--- src/rtl/spi_slave_burst_pkg.sv ---
// Shared SPI definitions: bit-order constants and default widths,
// common to the burst slave and its master counterpart.
package spi_slave_burst_pkg;

    localparam int SPI_LSB_FIRST = 0;
    localparam int SPI_MSB_FIRST = 1;

    localparam int SPI_DEFAULT_DATA_WIDTH  = 8;
    localparam int SPI_DEFAULT_COUNT_WIDTH = 8;

    typedef enum logic {
        BIT_ORDER_LSB = 1'b0,
        BIT_ORDER_MSB = 1'b1
    } bit_order_e;

endpackage

--- src/rtl/spi_shift_reg.sv ---
// Parametrised serial shift register with parallel load and synchronous clear.
// The same direction rule serves both the TX and the RX path.
module spi_shift_reg
    import spi_slave_burst_pkg::*;
#(
    parameter int WIDTH     = SPI_DEFAULT_DATA_WIDTH,
    parameter int MSB_FIRST = SPI_LSB_FIRST
) (
    input  logic             clk,
    input  logic             reset,
    input  logic             clear,
    input  logic             load,
    input  logic [WIDTH-1:0] load_data,
    input  logic             shift_en,
    input  logic             serial_in,
    output logic             serial_out,
    output logic [WIDTH-1:0] shifted
);

    localparam bit_order_e ORDER = (MSB_FIRST == SPI_MSB_FIRST) ? BIT_ORDER_MSB : BIT_ORDER_LSB;

    logic [WIDTH-1:0] data_q;
    logic [WIDTH-1:0] data_d;

    // The bit leaving the register is the one at the "first" end; new bits enter at the other end.
    always_comb begin
        shifted    = '0;
        serial_out = 1'b0;
        if (ORDER == BIT_ORDER_MSB) begin
            shifted    = {data_q[WIDTH-2:0], serial_in};
            serial_out = data_q[WIDTH-1];
        end else begin
            shifted    = {serial_in, data_q[WIDTH-1:1]};
            serial_out = data_q[0];
        end
    end

    always_comb begin
        data_d = data_q;
        if (clear) begin
            data_d = '0;
        end else if (load) begin
            data_d = load_data;
        end else if (shift_en) begin
            data_d = shifted;
        end
    end

    always_ff @(posedge clk or posedge reset) begin
        if (reset) begin
            data_q <= '0;
        end else begin
            data_q <= data_d;
        end
    end

endmodule

--- src/rtl/spi_slave_burst.sv ---
// SPI slave with configurable width and bit order, multi-word bursts under one CS,
// per-word strobe, word counter and mid-word abort detection. TX on posedge, RX on negedge.
module spi_slave_burst
    import spi_slave_burst_pkg::*;
#(
    parameter int DATA_WIDTH  = SPI_DEFAULT_DATA_WIDTH,
    parameter int MSB_FIRST   = SPI_LSB_FIRST,
    parameter int COUNT_WIDTH = SPI_DEFAULT_COUNT_WIDTH
) (
    input  logic                   SCLK,
    input  logic                   reset,
    input  logic                   CS,
    input  logic                   MOSI,
    output logic                   MISO,
    input  logic [DATA_WIDTH-1:0]  tx_data,
    output logic [DATA_WIDTH-1:0]  rx_data,
    output logic                   word_done,
    output logic [COUNT_WIDTH-1:0] word_count,
    output logic                   frame_err
);

    localparam int               BIT_W    = (DATA_WIDTH > 2) ? $clog2(DATA_WIDTH) : 1;
    localparam logic [BIT_W-1:0] LAST_BIT = BIT_W'(DATA_WIDTH - 1);

    logic sclk_n;
    assign sclk_n = ~SCLK;

    // Posedge (TX) domain state
    logic [BIT_W-1:0] tx_bit_q, tx_bit_d;
    logic             in_frame_q, in_frame_d;
    logic             start_tgl_q, start_tgl_d;
    logic             tx_clear, tx_load, tx_shift;
    logic             tx_serial;
    logic [DATA_WIDTH-1:0] tx_shifted_unused;

    // Negedge (RX) domain state
    logic [BIT_W-1:0]       rx_bit_q, rx_bit_d;
    logic [DATA_WIDTH-1:0]  rx_data_q, rx_data_d;
    logic                   word_done_q, word_done_d;
    logic [COUNT_WIDTH-1:0] count_q, count_d, count_base;
    logic                   err_q, err_d, err_base;
    logic                   ack_tgl_q, ack_tgl_d;
    logic                   rx_clear, rx_shift;
    logic [DATA_WIDTH-1:0]  rx_shifted;
    logic                   rx_serial_unused;

    logic frame_pending;

    spi_shift_reg #(
        .WIDTH     (DATA_WIDTH),
        .MSB_FIRST (MSB_FIRST)
    ) u_tx_shift (
        .clk        (SCLK),
        .reset      (reset),
        .clear      (tx_clear),
        .load       (tx_load),
        .load_data  (tx_data),
        .shift_en   (tx_shift),
        .serial_in  (1'b0),
        .serial_out (tx_serial),
        .shifted    (tx_shifted_unused)
    );

    spi_shift_reg #(
        .WIDTH     (DATA_WIDTH),
        .MSB_FIRST (MSB_FIRST)
    ) u_rx_shift (
        .clk        (sclk_n),
        .reset      (reset),
        .clear      (rx_clear),
        .load       (1'b0),
        .load_data  ('0),
        .shift_en   (rx_shift),
        .serial_in  (MOSI),
        .serial_out (rx_serial_unused),
        .shifted    (rx_shifted)
    );

    // Frame start toggles start_tgl on the posedge; the negedge side acknowledges it
    // and until then the visible count/error already read as cleared.
    always_comb begin
        tx_bit_d    = tx_bit_q;
        in_frame_d  = in_frame_q;
        start_tgl_d = start_tgl_q;
        tx_clear    = 1'b0;
        tx_load     = 1'b0;
        tx_shift    = 1'b0;
        if (CS) begin
            tx_bit_d   = '0;
            in_frame_d = 1'b0;
            tx_clear   = 1'b1;
        end else begin
            in_frame_d = 1'b1;
            if (!in_frame_q) begin
                start_tgl_d = ~start_tgl_q;
            end
            if (tx_bit_q == '0) begin
                tx_load = 1'b1;
            end else begin
                tx_shift = 1'b1;
            end
            tx_bit_d = (tx_bit_q == LAST_BIT) ? '0 : tx_bit_q + BIT_W'(1);
        end
    end

    always_ff @(posedge SCLK or posedge reset) begin
        if (reset) begin
            tx_bit_q    <= '0;
            in_frame_q  <= 1'b0;
            start_tgl_q <= 1'b0;
        end else begin
            tx_bit_q    <= tx_bit_d;
            in_frame_q  <= in_frame_d;
            start_tgl_q <= start_tgl_d;
        end
    end

    assign frame_pending = start_tgl_q ^ ack_tgl_q;

    always_comb begin
        count_base  = frame_pending ? '0 : count_q;
        err_base    = frame_pending ? 1'b0 : err_q;
        rx_bit_d    = rx_bit_q;
        rx_data_d   = rx_data_q;
        word_done_d = 1'b0;
        count_d     = count_base;
        err_d       = err_base;
        ack_tgl_d   = start_tgl_q;
        rx_clear    = 1'b0;
        rx_shift    = 1'b0;
        if (CS) begin
            rx_bit_d = '0;
            rx_clear = 1'b1;
            if (rx_bit_q != '0) begin
                err_d = 1'b1;
            end
        end else begin
            rx_shift = 1'b1;
            if (rx_bit_q == LAST_BIT) begin
                rx_bit_d    = '0;
                rx_data_d   = rx_shifted;
                word_done_d = 1'b1;
                count_d     = count_base + COUNT_WIDTH'(1);
            end else begin
                rx_bit_d = rx_bit_q + BIT_W'(1);
            end
        end
    end

    always_ff @(posedge sclk_n or posedge reset) begin
        if (reset) begin
            rx_bit_q    <= '0;
            rx_data_q   <= '0;
            word_done_q <= 1'b0;
            count_q     <= '0;
            err_q       <= 1'b0;
            ack_tgl_q   <= 1'b0;
        end else begin
            rx_bit_q    <= rx_bit_d;
            rx_data_q   <= rx_data_d;
            word_done_q <= word_done_d;
            count_q     <= count_d;
            err_q       <= err_d;
            ack_tgl_q   <= ack_tgl_d;
        end
    end

    always_comb begin
        MISO       = tx_serial;
        rx_data    = rx_data_q;
        word_done  = word_done_q;
        word_count = frame_pending ? '0 : count_q;
        frame_err  = frame_pending ? 1'b0 : err_q;
    end

endmodule

--- config.mk ---
export PLATFORM = sky130hd
export DESIGN_NAME = spi_slave_burst
export DESIGN_NICKNAME = d
export VERILOG_FILES = /design/src/rtl/spi_slave_burst_pkg.sv /design/src/rtl/spi_shift_reg.sv /design/src/rtl/spi_slave_burst.sv
export SDC_FILE = /design/constraint.sdc
export NUM_CORES = 1
export LEC_CHECK = 0
export ABC_CLOCK_PERIOD_IN_PS = 3300
export BUFFER_PORTS_ARGS = -buffer_cell sky130_fd_sc_hd__clkbuf_2
export CAP_MARGIN = 0
export CORE_ASPECT_RATIO = 1.5
export CORE_MARGIN = 2
export CORE_UTILIZATION = 45
export CTS_CLUSTER_DIAMETER = 50
export CTS_CLUSTER_SIZE = 20
export DETAILED_ROUTE_END_ITERATION = 8
export PLACE_DENSITY_LB_ADDON = 0.05
export SLEW_MARGIN = 20
export SYNTH_ARGS = -nofsm -noshare
export SYNTH_HDL_FRONTEND = slang
export SYNTH_SLANG_ARGS = --single-unit
export TNS_END_PERCENT = 5
--- constraint.sdc ---
create_clock -name SCLK -period 3.3 [get_ports SCLK]
set_input_delay 0.825 -clock SCLK [delete_from_list [all_inputs] [get_ports SCLK]]
set_output_delay 0.825 -clock SCLK [all_outputs]
set_load 0.1 [all_outputs]
[After elaboration in Yosys (flattened, before gate mapping)]
Cells that the tools add are included.
Word-level totals
  bits of input ports: 12
  logic and storage cells: 49
  register bits after elaboration: 43
  output and inout bits: 19
Cells by class
  mux-type cells: 23
  equal/unequal tests: 3
  reduce and logical (&&, ||, !) cells: 5
  bitwise gates (word level): 4
  add/sub/neg operators: 3
Operator list (number)
  8-bit two-way mux: 8
  3-bit two-way mux: 4
  1-bit two-way mux: 11
  8-bit by 1-bit adder with 8-bit output (second input constant): 1
  3-bit by 1-bit adder with 3-bit output (second input constant): 2
  3-bit == test (second input constant): 2
  3-bit nonzero test: 2
  2-bit AND reduction: 2
  3-bit zero test: 1
  1-bit NOT: 3
  2-bit by 1-bit != test with 1-bit output (second input constant): 1
  1-bit XOR: 1

[Logic depth before layout (Yosys ltp)]
  depth in word-level cells: 6
  depth in mapped cells: 6
  depth with buffers taken out: 6

[Modules after synthesis]
A second synthesis with hierarchy kept.
Unflattened totals
  cell total of the unflattened synthesis: 176
  area, all modules: 2042.0 um^2
By module, submodules not included
  spi_slave_burst: times used 1, cells an instance 102, area each 1201.2 um^2, sequential area each 675.6 um^2
  spi_shift_reg: times used 2, cells an instance 37, area each 420.4 um^2, sequential area each 200.2 um^2

==> results.json <==
{
  "slew_headroom": 0.6372,
  "clockBufferDepth": 2,
  "crit_arrival_ps": 3000,
  "worstPathRequired_ps": 2470,
  "worst_pin_slew_ps": 546.5,
  "rsz0062_at_grt": "true",
  "nets": 220,
  "cts_tree": "yes",
  "wl_per_cell_um": 13.19,
  "clk_latency_ps": 290,
  "combPwrFrac": 0.331,
  "die_area_sq_mm": 0.004323,
  "r2r_slack_ps": -130,
  "drt-pass1-iter-count": 4,
  "place_ws_ps": -260.9,
  "violations": "negative setup slack",
  "wl_met3_um": 102,
  "grt_max_degree": 32,
  "slew_violations": 0,
  "synth.net_count": 164,
  "p_total_mw": 1.371,
  "clkTransAtPathRegs_ps": 50,
  "powerDensity_mw_per_mm2": 542.8,
  "fin_skew_ps": 5.062,
  "synth_area_sq_mm": 0.001712,
  "ys_warn_count": 0,
  "grt_pass1_vias": 1290,
  "power.share.switching": 0.3244,
  "outcome": "finished with violations",
  "yosysSeqAreaShare": 0.6140,
  "synth_cells": 145,
  "hold_path_class": "reg2reg",
  "place_congestion": 0.6582,
  "viasPerCell": 4.967,
  "worstSetupPathType": "reg2out",
  "drt_wl_total_um": 3231,
  "n_fill_cell": 268,
  "ant_nets": 0,
  "row_count": 27,
  "die_y_um": 79.54,
  "setup_viol": 21,
  "multi_input_area_sq_um": 686.9,
  "area_delta_synth_final_pct": 47.51,
  "r2r_start": "ack_tgl_d",
  "ir_drop_mv": 0.5711,
  "ios": 31,
  "port_buffers": 30,
  "reg2reg_depth": 8,
  "holdWs_ps": 439.3,
  "p_sw_mw": 0.4446,
  "pwr-share-seq": 0.422,
  "overflow": 0,
  "seqCellArea_sq_mm": 0.001051,
  "p_int_mw": 0.9260,
  "vias": 1217,
  "grt_pass1_wl_um": 5775,
  "cts_root_buf": "clkbuf_8",
  "place_hpwl_um": 2422,
  "endpoint_kind": "output port",
  "diodes": 0,
  "ys_ff_latch": 42,
  "timing.rr.end": "count_q[4]",
  "cp_max_fo": 7,
  "yosysUniqueCellTypes": 25,
  "cts_sinks": 42,
  "wl_met1_um": 1153,
  "cts_made_buffers": 5,
  "grt_use_total": 0.1877,
  "hp-start": "u_rx_shift.data_q[6]",
  "max_cap_violations": 0,
  "finalHoldViolCount": 0,
  "fp.dieW_um": 54.36,
  "min_to": "u_rx_shift.data_q[5]",
  "antenna_found_initial": 0,
  "post_route_cells_drive_above_1_share": 0.4158,
  "critPathLaunchType": "flop",
  "hold_path_depth": 1,
  "htree_levels": 2,
  "wl_met2_um": 1922,
  "worst_slack_ps": -529.3,
  "dr.first_iter.drc_count": 13,
  "drc_errors": 0,
  "syn_area_per_cell_sq_um": 11.80,
  "initial_core_util": 0.4691,
  "fp.coreArea_sq_mm": 0.003649,
  "p_leak_nw": 1.229,
  "clockPowerShare": 0.247,
  "top_layer_used": "met4"
}
==> critical path, cell delays in order (launching register included) <==
cell	delay [ps]
dfrtn_1	460
xnor2_2	130
buf_6	140
and2_4	170
buf_12	170
==> cell families (layout without fill, tap and decap cells) <==
family | Yosys count | in the layout | synth area share
XOR/XNOR | 5 | 5 | 0.02559
adder cells (fa/ha/maj) | 7 | 7 | 0.05117
multiplexers | 10 | 10 | 0.06579
AND/OR/NAND/NOR | 53 | 53 | 0.1667
buffers and inverters | 12 | 69 | 0.02851
flip-flops | 42 | 42 | 0.6140
AO/OA/AOI/OAI | 16 | 16 | 0.04825
==> layer usage <==
| metal | GRT usage | up-vias |
|---|---|---|
| met5 | 0 | - |
| met4 | 0.06750 | 0 |
| met3 | 0.04494 | 6 |
| met2 | 0.3289 | 19 |
| met1 | 0.2125 | 604 |
| li1 | - | 588 |
==> flip-flops by register name, indices dropped and copies added (netlist names), 3 cells and up <==
register and flops:
u_rx_shift.data_q 7, tx_bit_q 3, rx_data 8, count_q 8, rx_bit_q 3, u_tx_shift.data_q 8
==> area by class of cell <==
| cell class | instances | share of cell area |
|---|---|---|
| Multi-Input combinational cell | 91 | 0.2721 |
| Tap cell | 43 | 0.02131 |
| Clock buffer | 6 | 0.03271 |
| Sequential cell | 42 | 0.4163 |
| Inverter | 8 | 0.01189 |
| Timing Repair Buffer | 53 | 0.2408 |
| Clock inverter | 2 | 0.004955 |
==> power groups by stage <==
stage	clock (mW)	combinational [mW]	sequential, mW
detailed placement	0	0.422	0.589
CTS	0.349	0.450	0.579
finish	0.338	0.453	0.579
global route	0.374	0.492	0.585
floorplan	0	0.206	0.618
global placement	0	0.412	0.587
==> Yosys cell counts <==
cell type  instances  area [sq um]
dfrtn_1           29         725.7
nand2_1           15         56.30
dfrtp_1           13         325.3
a21oi_1           11         55.05
nor2b_1           11         68.82
mux2_2            10         112.6
inv_1              8         30.03
and2_1             7         43.79
ha_1               7         87.58
nor2_1             4         15.01
o21ai_0            4         20.02
or3_1              4         25.02
clkbuf_1           3         11.26
nor3_1             3         15.01
xor2_1             3         26.28
nand2b_1           2         12.51
nor3b_1            2         15.01
xnor2_1            2         17.52
a21o_1             1         7.510
and3_1             1         6.260
buf_4              1         7.510
nand3_1            1         5.000
nand3b_1           1         7.510
nand4_1            1         6.260
nand4b_1           1         8.760
==> metrics by stage <==
stage,TNS (ps),util,instance area (sq um),std cells
after floorplan,-5630,-,1759,145
after global placement,-4324,0.6502,2372,235
after detailed placement,-4640,0.6502,2372,235
after CTS,-6044,0.6859,2502,244
after global routing,-7144,0.6920,2525,245
final,-5849,0.6920,2525,245
==> worst max-delay path by stage <==
stage | from | endpoint | slack, ps | depth (start not counted)
global placement | ack_tgl_q | word_count[2] | -250 | 5
global route | ack_tgl_q | word_count[0] | -590 | 4
CTS | ack_tgl_q | word_count[2] | -540 | 4
floorplan | ack_tgl_q | word_count[2] | -320 | 2
detailed placement | ack_tgl_q | word_count[2] | -260 | 5
finish | ack_tgl_q | word_count[1] | -530 | 4
==> layout by cell type, fill, tap and decap left out, types with 2 or more instances in the layout <==
cell / instances
nor2b_1: 11
a21oi_1: 10
mux2_2: 10
clkbuf_2: 12
dfrtn_1: 29
nand2_1: 15
dfrtp_1: 13
and2_4: 7
ha_1: 6
or3_1: 4
o21ai_0: 3
nor2_4: 2
buf_12: 18
nor3_1: 3
inv_1: 8
nand2b_1: 2
buf_6: 4
buf_4: 19
nor2_1: 2
nor3b_1: 2
clkbuf_8: 6
xor2_1: 2
==> what timing repair did <==
item | CTS | global route
setup endpoints to repair | 22 | 22
resized for setup | 3 | 5
pin swaps | 5 | 1
hold endpoints to repair | 0 | 0
hold buffers | 0 | 0
setup buffers | 2 | 1
Power figures use the tool's default switching activity.
